--- src/rtl/muldiv_unit.sv ---
// Iterative multiply/divide unit: one shared shift/add-subtract datapath, 1 bit per cycle.
// Produces {hi,lo} for MULT/MULTU/DIV/DIVU with start/ready handshake, annul and div-by-zero.
module muldiv_unit #(
  parameter int unsigned WIDTH = 32
) (
  input  logic                 clk,
  input  logic                 rst,
  input  logic                 start_i,
  input  logic [1:0]           op_i,
  input  logic [WIDTH-1:0]     opdata1_i,
  input  logic [WIDTH-1:0]     opdata2_i,
  input  logic                 annul_i,
  output logic                 busy_o,
  output logic                 ready_o,
  output logic [2*WIDTH-1:0]   result_o,
  output logic                 div_zero_o
);

  localparam int unsigned CntW = $clog2(WIDTH) + 1;

  typedef enum logic [1:0] {StIdle, StMul, StDiv, StDone} state_e;

  state_e             state_q, state_d;
  logic [CntW-1:0]    cnt_q, cnt_d;
  logic [2*WIDTH-1:0] acc_q, acc_d;
  logic [2*WIDTH-1:0] result_q, result_d;
  logic [WIDTH-1:0]   opnd_q, opnd_d;
  logic               neg_lo_q, neg_lo_d;
  logic               neg_hi_q, neg_hi_d;
  logic               div_zero_q, div_zero_d;

  logic               signed_op, a_neg, b_neg;
  logic [WIDTH-1:0]   a_mag, b_mag;
  logic [WIDTH:0]     mul_sum, div_trial;
  logic [2*WIDTH-1:0] mul_next, div_next, mul_fix, div_fix;
  logic [WIDTH-1:0]   div_rem, quo_fix, rem_fix;
  logic               div_ok, cnt_last;

  assign signed_op = ~op_i[0];
  assign a_neg     = signed_op & opdata1_i[WIDTH-1];
  assign b_neg     = signed_op & opdata2_i[WIDTH-1];
  assign a_mag     = a_neg ? (~opdata1_i + 1'b1) : opdata1_i;
  assign b_mag     = b_neg ? (~opdata2_i + 1'b1) : opdata2_i;

  // Multiply: acc = {partial hi, remaining multiplier bits}, shifted right each step.
  assign mul_sum  = {1'b0, acc_q[2*WIDTH-1:WIDTH]} + (acc_q[0] ? {1'b0, opnd_q} : '0);
  assign mul_next = {mul_sum, acc_q[WIDTH-1:1]};
  assign mul_fix  = neg_lo_q ? (~mul_next + 1'b1) : mul_next;

  // Restoring divide: acc = {remainder, dividend bits / quotient bits}, shifted left each step.
  assign div_trial = {acc_q[2*WIDTH-1:WIDTH], acc_q[WIDTH-1]} - {1'b0, opnd_q};
  assign div_ok    = ~div_trial[WIDTH];
  assign div_rem   = div_ok ? div_trial[WIDTH-1:0] : {acc_q[2*WIDTH-2:WIDTH], acc_q[WIDTH-1]};
  assign div_next  = {div_rem, acc_q[WIDTH-2:0], div_ok};
  assign quo_fix   = neg_lo_q ? (~div_next[WIDTH-1:0] + 1'b1) : div_next[WIDTH-1:0];
  assign rem_fix   = neg_hi_q ? (~div_next[2*WIDTH-1:WIDTH] + 1'b1)
                              : div_next[2*WIDTH-1:WIDTH];
  assign div_fix   = {rem_fix, quo_fix};

  assign cnt_last  = (cnt_q == CntW'(WIDTH - 1));

  always_comb begin
    state_d    = state_q;
    cnt_d      = cnt_q;
    acc_d      = acc_q;
    result_d   = result_q;
    opnd_d     = opnd_q;
    neg_lo_d   = neg_lo_q;
    neg_hi_d   = neg_hi_q;
    div_zero_d = div_zero_q;

    unique case (state_q)
      StIdle: begin
        if (start_i && !annul_i) begin
          cnt_d      = '0;
          neg_lo_d   = a_neg ^ b_neg;
          div_zero_d = 1'b0;
          if (op_i[1]) begin
            acc_d    = {{WIDTH{1'b0}}, a_mag};
            opnd_d   = b_mag;
            neg_hi_d = a_neg;
            if (opdata2_i == '0) begin
              state_d    = StDone;
              result_d   = {opdata1_i, {WIDTH{1'b1}}};
              div_zero_d = 1'b1;
            end else begin
              state_d = StDiv;
            end
          end else begin
            acc_d    = {{WIDTH{1'b0}}, b_mag};
            opnd_d   = a_mag;
            neg_hi_d = 1'b0;
            state_d  = StMul;
          end
        end
      end
      StMul: begin
        acc_d = mul_next;
        cnt_d = cnt_q + CntW'(1);
        if (cnt_last) begin
          state_d  = StDone;
          result_d = mul_fix;
        end
      end
      StDiv: begin
        acc_d = div_next;
        cnt_d = cnt_q + CntW'(1);
        if (cnt_last) begin
          state_d  = StDone;
          result_d = div_fix;
        end
      end
      StDone: state_d = StIdle;
      default: state_d = StIdle;
    endcase

    // Flush overrides everything; the visible result is left as it was.
    if (annul_i) begin
      state_d    = StIdle;
      result_d   = result_q;
      div_zero_d = div_zero_q;
    end
  end

  always_ff @(posedge clk or negedge rst) begin
    if (!rst) begin
      state_q    <= StIdle;
      cnt_q      <= '0;
      acc_q      <= '0;
      result_q   <= '0;
      opnd_q     <= '0;
      neg_lo_q   <= 1'b0;
      neg_hi_q   <= 1'b0;
      div_zero_q <= 1'b0;
    end else begin
      state_q    <= state_d;
      cnt_q      <= cnt_d;
      acc_q      <= acc_d;
      result_q   <= result_d;
      opnd_q     <= opnd_d;
      neg_lo_q   <= neg_lo_d;
      neg_hi_q   <= neg_hi_d;
      div_zero_q <= div_zero_d;
    end
  end

  assign busy_o     = (state_q != StIdle);
  assign ready_o    = (state_q == StDone);
  assign div_zero_o = ready_o & div_zero_q;
  assign result_o   = result_q;

endmodule

--- config.mk ---
export PLATFORM = sky130hd
export DESIGN_NAME = muldiv_unit
export DESIGN_NICKNAME = d
export VERILOG_FILES = /design/src/rtl/muldiv_unit.sv
export SDC_FILE = /design/constraint.sdc
export NUM_CORES = 1
export LEC_CHECK = 0
export CORE_AREA = 2 2 190 192
export CTS_BUF_LIST = sky130_fd_sc_hd__clkbuf_2
export CTS_CLUSTER_SIZE = 10
export DETAILED_ROUTE_END_ITERATION = 16
export DIE_AREA = 0 0 192 194
export PLACE_DENSITY = 0.7
export SYNTH_ARGS = -nofsm -noshare
export SYNTH_HDL_FRONTEND = slang
export SYNTH_SLANG_ARGS = --single-unit
export TNS_END_PERCENT = 5
--- constraint.sdc ---
create_clock -name clk -period 13.1 [get_ports clk]
set_input_delay 1.965 -clock clk [delete_from_list [all_inputs] [get_ports clk]]
set_output_delay 1.965 -clock clk [all_outputs]
set_load 0.01 [all_outputs]
==> out/qor.yml, run 1 <==
critical_path:
  rr_endpoint: "result_o[58]$_DFFE_PN0P_"
  cp-end-kind: "flop"
  r2r_slack_ns: 6.81
  rr_worst_depth: 23
  r2r-start: "acc_q[31]$_DFFE_PN0P_"
  crit_buf_inv: 5
  critPathKind: "reg -> reg"
  arrival_ns: 7.08
  start_kind: "flop"
  path_max_fanout: 25
  slowest_delay_ns: 0.55
  cp_slowest_cell: "dfrtp_1"
  path_delay_family: "compound AO/OA/AOI/OAI gates"
  crit_chain: "inv_1 > ha_1 > inv_1 > fa_1 > a211oi_1 > o21ai_0 > buf_4 > o211ai_1 > a21oi_1 > a211oi_4 > buf_4 > inv_2 > a21oi_1 > ha_1 > nand2_1 > nor3_1 > mux2i_1 > or2_1 > or3_1 > o41ai_4 > xnor2_1 > a221oi_1 > o21ai_1"
  required_ns: 13.90
hold_path:
  hold_depth: 2
  worstHoldEndpoint: "opnd_q[9]$_DFFE_PN0P_"
  hold_class: "reg -> reg"
  hold_path.startpoint: "opnd_q[9]$_DFFE_PN0P_"
place:
  gp_congestion: 0.9547
  io_buffers: 136
  hpwlAfterDp_mm: 49.59
sta:
  tightest_slew_ns: 1.267
  setup_viol: 0
  fin_tns_setup_ns: 0
  fin_crit_sh_pct: 48.00
  rsz0062_at_grt: "no"
  maxSlewViolCount: 0
  clock.fmax_mhz: 159.0
  fin_crit_ns: 6.287
  slew_headroom_pct: 15.34
  fin_skew_ns: 0.05468
  finalHoldViolations: 0
synthesis:
  synth_top_cell_by_area: "dfrtp_1"
  ys_seq_area_share_pct: 24.51
  synth_nets: 2510
  ys.flop_type: "dfrtp_1"
  ys_ff_latch: 171
  synth_area_um2: 17460
  synth_top_area_share_pct: 24.51
  synth_area_per_cell_um2: 7.384
  synth_edf_count: 0
  synth-async-reset-ratio_pct: 100.0
  synthTopCellsByArea: "dfrtp_1 (25%), xnor2_1 (7.2%), o21ai_0 (6.0%)"
  synth_cells: 2364
  synth.distinct_cells: 81
  synth-warning-count: 0
grt:
  grt_first_pass_wirelength_mm: 100.5
  grt_pass1_vias: 16875
  antenna_found_initial: 2
  grt_overflow: 0
  grtUsageTotal_pct: 34.83
  grt_max_degree: 126
die:
  io_pins: 137
  core_um2: 35220
  rows: 69
  dieHeight_um: 194
  initial_core_util_pct: 49.56
  die-width_um: 192
  dieArea_um2: 37250
detailed_routing:
  first_iter_violations: 2375
  drc: 0
  vias: 18639
  drtAntennaViolNets: 0
  wl_per_cell_um: 23.29
  firstDrtPassIters: 8
  viasPerCell: 6.577
  drt_wl_total_mm: 66.00
clock_network:
  clk_pin_slew_ns: 0.32
  cts-resized-gates: 0
  cts_sinks: 171
  clk_latency_ns: 0.87
  cts_hold_buffers: 0
  htreeDepth: 4
  cts_setup_buffers: 0
  clk_root_buffer_cell: "clkbuf_2"
  clock_path_buffers: 2
  cts_tree: "yes"
  cts-buffers-inserted: 17
layout:
  final_common_cell: "nand2_1"
  regArea_um2: 4280
  drive_gt1_share_pct: 4.848
  mostFrequentLayoutCells: "nand2_1 (266), nor2_1 (255), o21ai_0 (209)"
  syn2layout_area_growth_pct: 9.783
  final_nets: 2505
  nFillCells: 3401
  multi_input_area_um2: 12220
power:
  p_leak_nw: 7.851
  ir_drop_mv: 0.2989
  power_mw: 4.291
  p_per_area_nw_per_um2: 223.9
status:
  status: "completed"
run:
  drv_cap: 0
==> through the flow <==
| stage | util (%) | instances | setup WS [ns] | hold slack, ns | instance area [um^2] |
|---|---|---|---|---|---|
| after floorplan | - | 2364 | 7.685 | 0.4424 | 17460 |
| after global placement | 53.66 | 2801 | 6.387 | 0.4635 | 18900 |
| after detailed placement | 53.66 | 2801 | 6.182 | 0.4716 | 18900 |
| after CTS | 54.40 | 2833 | 6.868 | 0.5274 | 19160 |
| after global routing | 54.41 | 2834 | 6.350 | 0.5444 | 19160 |
| final | 54.41 | 2834 | 6.813 | 0.5252 | 19160 |
==> final cells by class <==
class                   instances  share of cell area, %
inverters                      80                  1.567
flip-flops and latches        171                  22.33
well taps                     461                  3.010
clock buffers                  17                 0.4440
clock inverters                15                 0.9140
multi-input cells            1931                  63.76
repair buffers                158                  7.958
diodes                          1                0.01306
==> registers in the layout, summed over array words and instances, names as in the netlist <==
signal      cells
neg_lo_q        1
neg_hi_q        1
div_zero_q      1
acc_q          64
opnd_q         32
result_o       64
state_q         2
cnt_q           6
==> worst reg2reg max path, cell delays in order (launching register included) <==
cell      delay (ns)
dfrtp_1         0.55
inv_1           0.18
ha_1            0.19
inv_1           0.05
fa_1            0.43
a211oi_1        0.30
o21ai_0         0.14
buf_4           0.18
o211ai_1        0.32
a21oi_1         0.16
a211oi_4        0.19
buf_4           0.33
inv_2           0.34
a21oi_1         0.34
ha_1            0.24
nand2_1         0.07
nor3_1          0.13
mux2i_1         0.15
or2_1           0.41
or3_1           0.51
o41ai_4         0.41
xnor2_1         0.12
a221oi_1        0.37
o21ai_1         0.13
==> cells in the mapped netlist, drive strengths merged (18+ instances only) <==
| cell type | number |
|---|---|
| o211ai | 22 |
| or3 | 28 |
| o21ai | 216 |
| a21oi | 181 |
| nand3 | 39 |
| o31ai | 46 |
| a211oi | 21 |
| nor3 | 64 |
| dfrtp | 171 |
| mux2i | 26 |
| nand4 | 22 |
| clkbuf | 161 |
| inv | 78 |
| nor2 | 255 |
| a22oi | 32 |
| buf | 21 |
| mux2 | 21 |
| or2 | 18 |
| ha | 74 |
| a21o | 23 |
| xnor2 | 144 |
| a31oi | 25 |
| o22ai | 37 |
| a221oi | 41 |
| xor2 | 79 |
| a22o | 27 |
| nand2 | 266 |
==> routing by layer <==
| metal | GRT usage (%) | up-vias | share of wire (%) |
|---|---|---|---|
| met5 | 0 | - | 0.020 |
| met4 | 9.047 | 2 | 2.6 |
| met3 | 5.629 | 123 | 9.5 |
| met2 | 53.68 | 987 | 44 |
| met1 | 50.54 | 8952 | 44 |
| li1 | - | 8575 | - |
==> worst max-delay path by stage <==
stage                               start                        to  slack (ns)  cells after the start
floorplan           acc_q[31]$_DFFE_PN0P_  result_o[58]$_DFFE_PN0P_        7.69                     25
global placement            opdata2_i[17]  result_o[31]$_DFFE_PN0P_        6.39                     12
detailed placement          opdata2_i[17]  result_o[60]$_DFFE_PN0P_        6.18                     12
CTS                 acc_q[31]$_DFFE_PN0P_  result_o[58]$_DFFE_PN0P_        6.87                     23
global route        acc_q[31]$_DFFE_PN0P_  result_o[58]$_DFFE_PN0P_        6.35                     23
finish              acc_q[31]$_DFFE_PN0P_  result_o[58]$_DFFE_PN0P_        6.81                     23
==> report_power, final <==
group          switching (mW)  internal, mW
clock                   0.237        0.0806
combinational            1.86          1.08
sequential              0.298         0.738
total                    2.39          1.90
==> cell families (layout without fill, tap and decap cells) <==
family / count (synthesis) / count (layout) / share of synthesized area (%)
xor gates and xnor gates: 223 / 223 / 11.19
DFF: 171 / 171 / 24.51
AOI/OAI and AO/OA: 780 / 780 / 29.10
buffers and inverters: 262 / 270 / 5.698
other: 0 / 1 / 0
and+or+nand+nor: 805 / 805 / 21.12
muxes: 47 / 47 / 2.845
adders and majority gates: 76 / 76 / 5.533
(Power assumes the default switching activity.)
==> run 2, diff against run 1 <==
--- a/config.mk
+++ b/config.mk
@@ -10,7 +10,7 @@
 export CTS_CLUSTER_SIZE = 10
 export DETAILED_ROUTE_END_ITERATION = 16
 export DIE_AREA = 0 0 192 194
-export PLACE_DENSITY = 0.7
+export PLACE_DENSITY = 0.72
 export SYNTH_ARGS = -nofsm -noshare
 export SYNTH_HDL_FRONTEND = slang
 export SYNTH_SLANG_ARGS = --single-unit
==> constraint.sdc (replaced) <==
create_clock -name clk -period 5.4 [get_ports clk]
set_input_delay 0.81 -clock clk [delete_from_list [all_inputs] [get_ports clk]]
set_output_delay 0.81 -clock clk [all_outputs]
set_load 0.01 [all_outputs]
==> out/qor.yml, run 2 (synthesis results as in run 1) <==
clock_network:
  cts-buffers-inserted: 17
  clk_latency_ns: 0.87
  clock_path_buffers: 2
  clk_root_buffer_cell: "clkbuf_2"
  cts_tree: "yes"
  cts_sinks: 171
  clk_pin_slew_ns: 0.33
  htreeDepth: 4
die:
  dieHeight_um: 194
  rows: 69
  dieArea_um2: 37250
  core_um2: 35220
  io_pins: 137
  die-width_um: 192
  initial_core_util_pct: 49.56
detailed_routing:
  drt_wl_total_mm: 68.53
  viasPerCell: 6.601
  wl_per_cell_um: 23.80
  first_iter_violations: 2293
  vias: 19004
  drc: 0
  firstDrtPassIters: 8
  drtAntennaViolNets: 0
critical_path:
  rr_worst_depth: 18
  start_kind: "flop"
  arrival_ns: 5.98
  cp-end-kind: "flop"
  rr_endpoint: "result_o[56]$_DFFE_PN0P_"
  critPathKind: "reg -> reg"
  r2r_slack_ns: 0.19
  required_ns: 6.17
  r2r-start: "acc_q[0]$_DFFE_PN0P_"
  path_max_fanout: 9
sta:
  clock.fmax_mhz: 191.8
  finalHoldViolations: 0
  setup_slack_ns: 0.1861
  setup_viol: 0
  slew_headroom_pct: 24.50
  tightest_slew_ns: 1.133
  fin_crit_sh_pct: 96.55
  fin_crit_ns: 5.214
  fin_tns_setup_ns: 0
  fin_skew_ns: 0.05453
  rsz0062_at_grt: "yes"
  maxSlewViolCount: 0
layout:
  syn2layout_area_growth_pct: 12.36
  mostFrequentLayoutCells: "nand2_1 (266), nor2_1 (255), o21ai_0 (208)"
  final_nets: 2550
  nFillCells: 3423
  final_common_cell: "nand2_1"
  drive_gt1_share_pct: 7.240
grt:
  met2_usage_pct: 56.14
  busiest_layer: "met2"
  grtUsageTotal_pct: 36.68
  antenna_found_initial: 2
  use_met1_pct: 52.01
  grt_max_degree: 97
  grt_pass1_vias: 17709
  grt_first_pass_wirelength_mm: 105.5
  grt_overflow: 0
  met3_usage_pct: 6.769
power:
  p_per_area_nw_per_um2: 543.8
  p_leak_nw: 8.088
  ir_drop_mv: 0.6345
hold_path:
  hold_depth: 3
  hold_class: "in -> reg"
  hold_path.startpoint: "op_i[1]"
  worstHoldEndpoint: "acc_q[29]$_DFFE_PN0P_"
status:
  status: "completed"
run:
  drv_cap: 0
place:
  hpwlAfterDp_mm: 52.06
  dp_slack_ns: 0.1496
  io_buffers: 136
  gp_congestion: 1.060
## run 2: cell count changes in the layout (fill, tap and decap cells not counted), sizes merged
cell         change
clkinvlp         +2
buf             +44
dlygate4sd3      +1
inv              -2
## run 2: repair_timing
| item | CTS | global route |
|---|---|---|
| endpoints found under the setup margin | 0 | 12 |
| buffers inserted | 0 | 1 |
| hold buffers | 1 | 0 |
| endpoints found under the hold margin | 33 | 0 |
| resized for setup | 0 | 19 |
## run 2: stage by stage
stage / std cells / area [um^2] / power [mW] / hold WS [ns] / utilization, %
after floorplan: 2364 / 17460 / 6.978 / 0.4424 / -
after global placement: 2843 / 19220 / 9.514 / 0.4578 / 54.56
after detailed placement: 2843 / 19220 / 9.567 / 0.4634 / 54.56
after CTS: 2876 / 19490 / 10.36 / 0.3854 / 55.35
after global routing: 2879 / 19620 / 11.30 / 0.3764 / 55.69
final: 2879 / 19620 / 10.67 / 0.4062 / 55.69
## run 2: layout make-up
class / count / area (um^2) / area share, %
Timing Repair Buffer: 203 / 1889 / 9.632
Antenna cell: 1 / 2.502 / 0.01276
Clock buffer: 17 / 85.08 / 0.4338
Inverter: 80 / 300.3 / 1.531
Tap cell: 461 / 576.8 / 2.941
Clock inverter: 15 / 182.7 / 0.9313
Multi-Input combinational cell: 1931 / 12300 / 62.69
Sequential cell: 171 / 4282 / 21.83
## run 2: worst max path at each step
stage	slack, ns	end	startpoint
2_1_floorplan	0.08	result_o[58]$_DFFE_PN0P_	acc_q[31]$_DFFE_PN0P_
3_3_place_gp	0.25	result_o[52]$_DFFE_PN0P_	acc_q[0]$_DFFE_PN0P_
3_5_place_dp	0.15	result_o[56]$_DFFE_PN0P_	acc_q[0]$_DFFE_PN0P_
4_1_cts	0.09	result_o[52]$_DFFE_PN0P_	acc_q[0]$_DFFE_PN0P_
5_1_grt	0.002	result_o[56]$_DFFE_PN0P_	acc_q[0]$_DFFE_PN0P_
6_report	0.19	result_o[56]$_DFFE_PN0P_	acc_q[0]$_DFFE_PN0P_
## run 2: report_power, final
part	switching (mW)	internal, mW	total (mW)
combinational	4.60	2.81	7.41
clock	0.587	0.196	0.783
sequential	0.684	1.79	2.47
## run 2: metal layers
layer | vias up | routed length [um] | part of all wire, %
li1 | 8655 | - | -
met1 | 9080 | 29210 | 43
met2 | 1113 | 30200 | 44
met3 | 156 | 6596 | 9.6
met4 | 0 | 2526 | 3.7
met5 | - | 0 | 0
## run 2: worst max-delay path, cell delays in order, from the launching register on
cell       delay (ns)
dfrtp_1          0.44
clkinv_1         0.32
buf_4            0.31
nor2_1           0.10
ha_1             0.35
o21ai_1          0.21
o21ai_0          0.57
a2111oi_2        0.14
buf_4            0.19
o31ai_1          0.40
xor2_1           0.22
or4_1            0.57
nor2_1           0.21
buf_4            0.17
nand2_1          0.09
o31ai_1          0.27
xnor2_1          0.10
a221oi_1         0.41
nor3_1           0.08
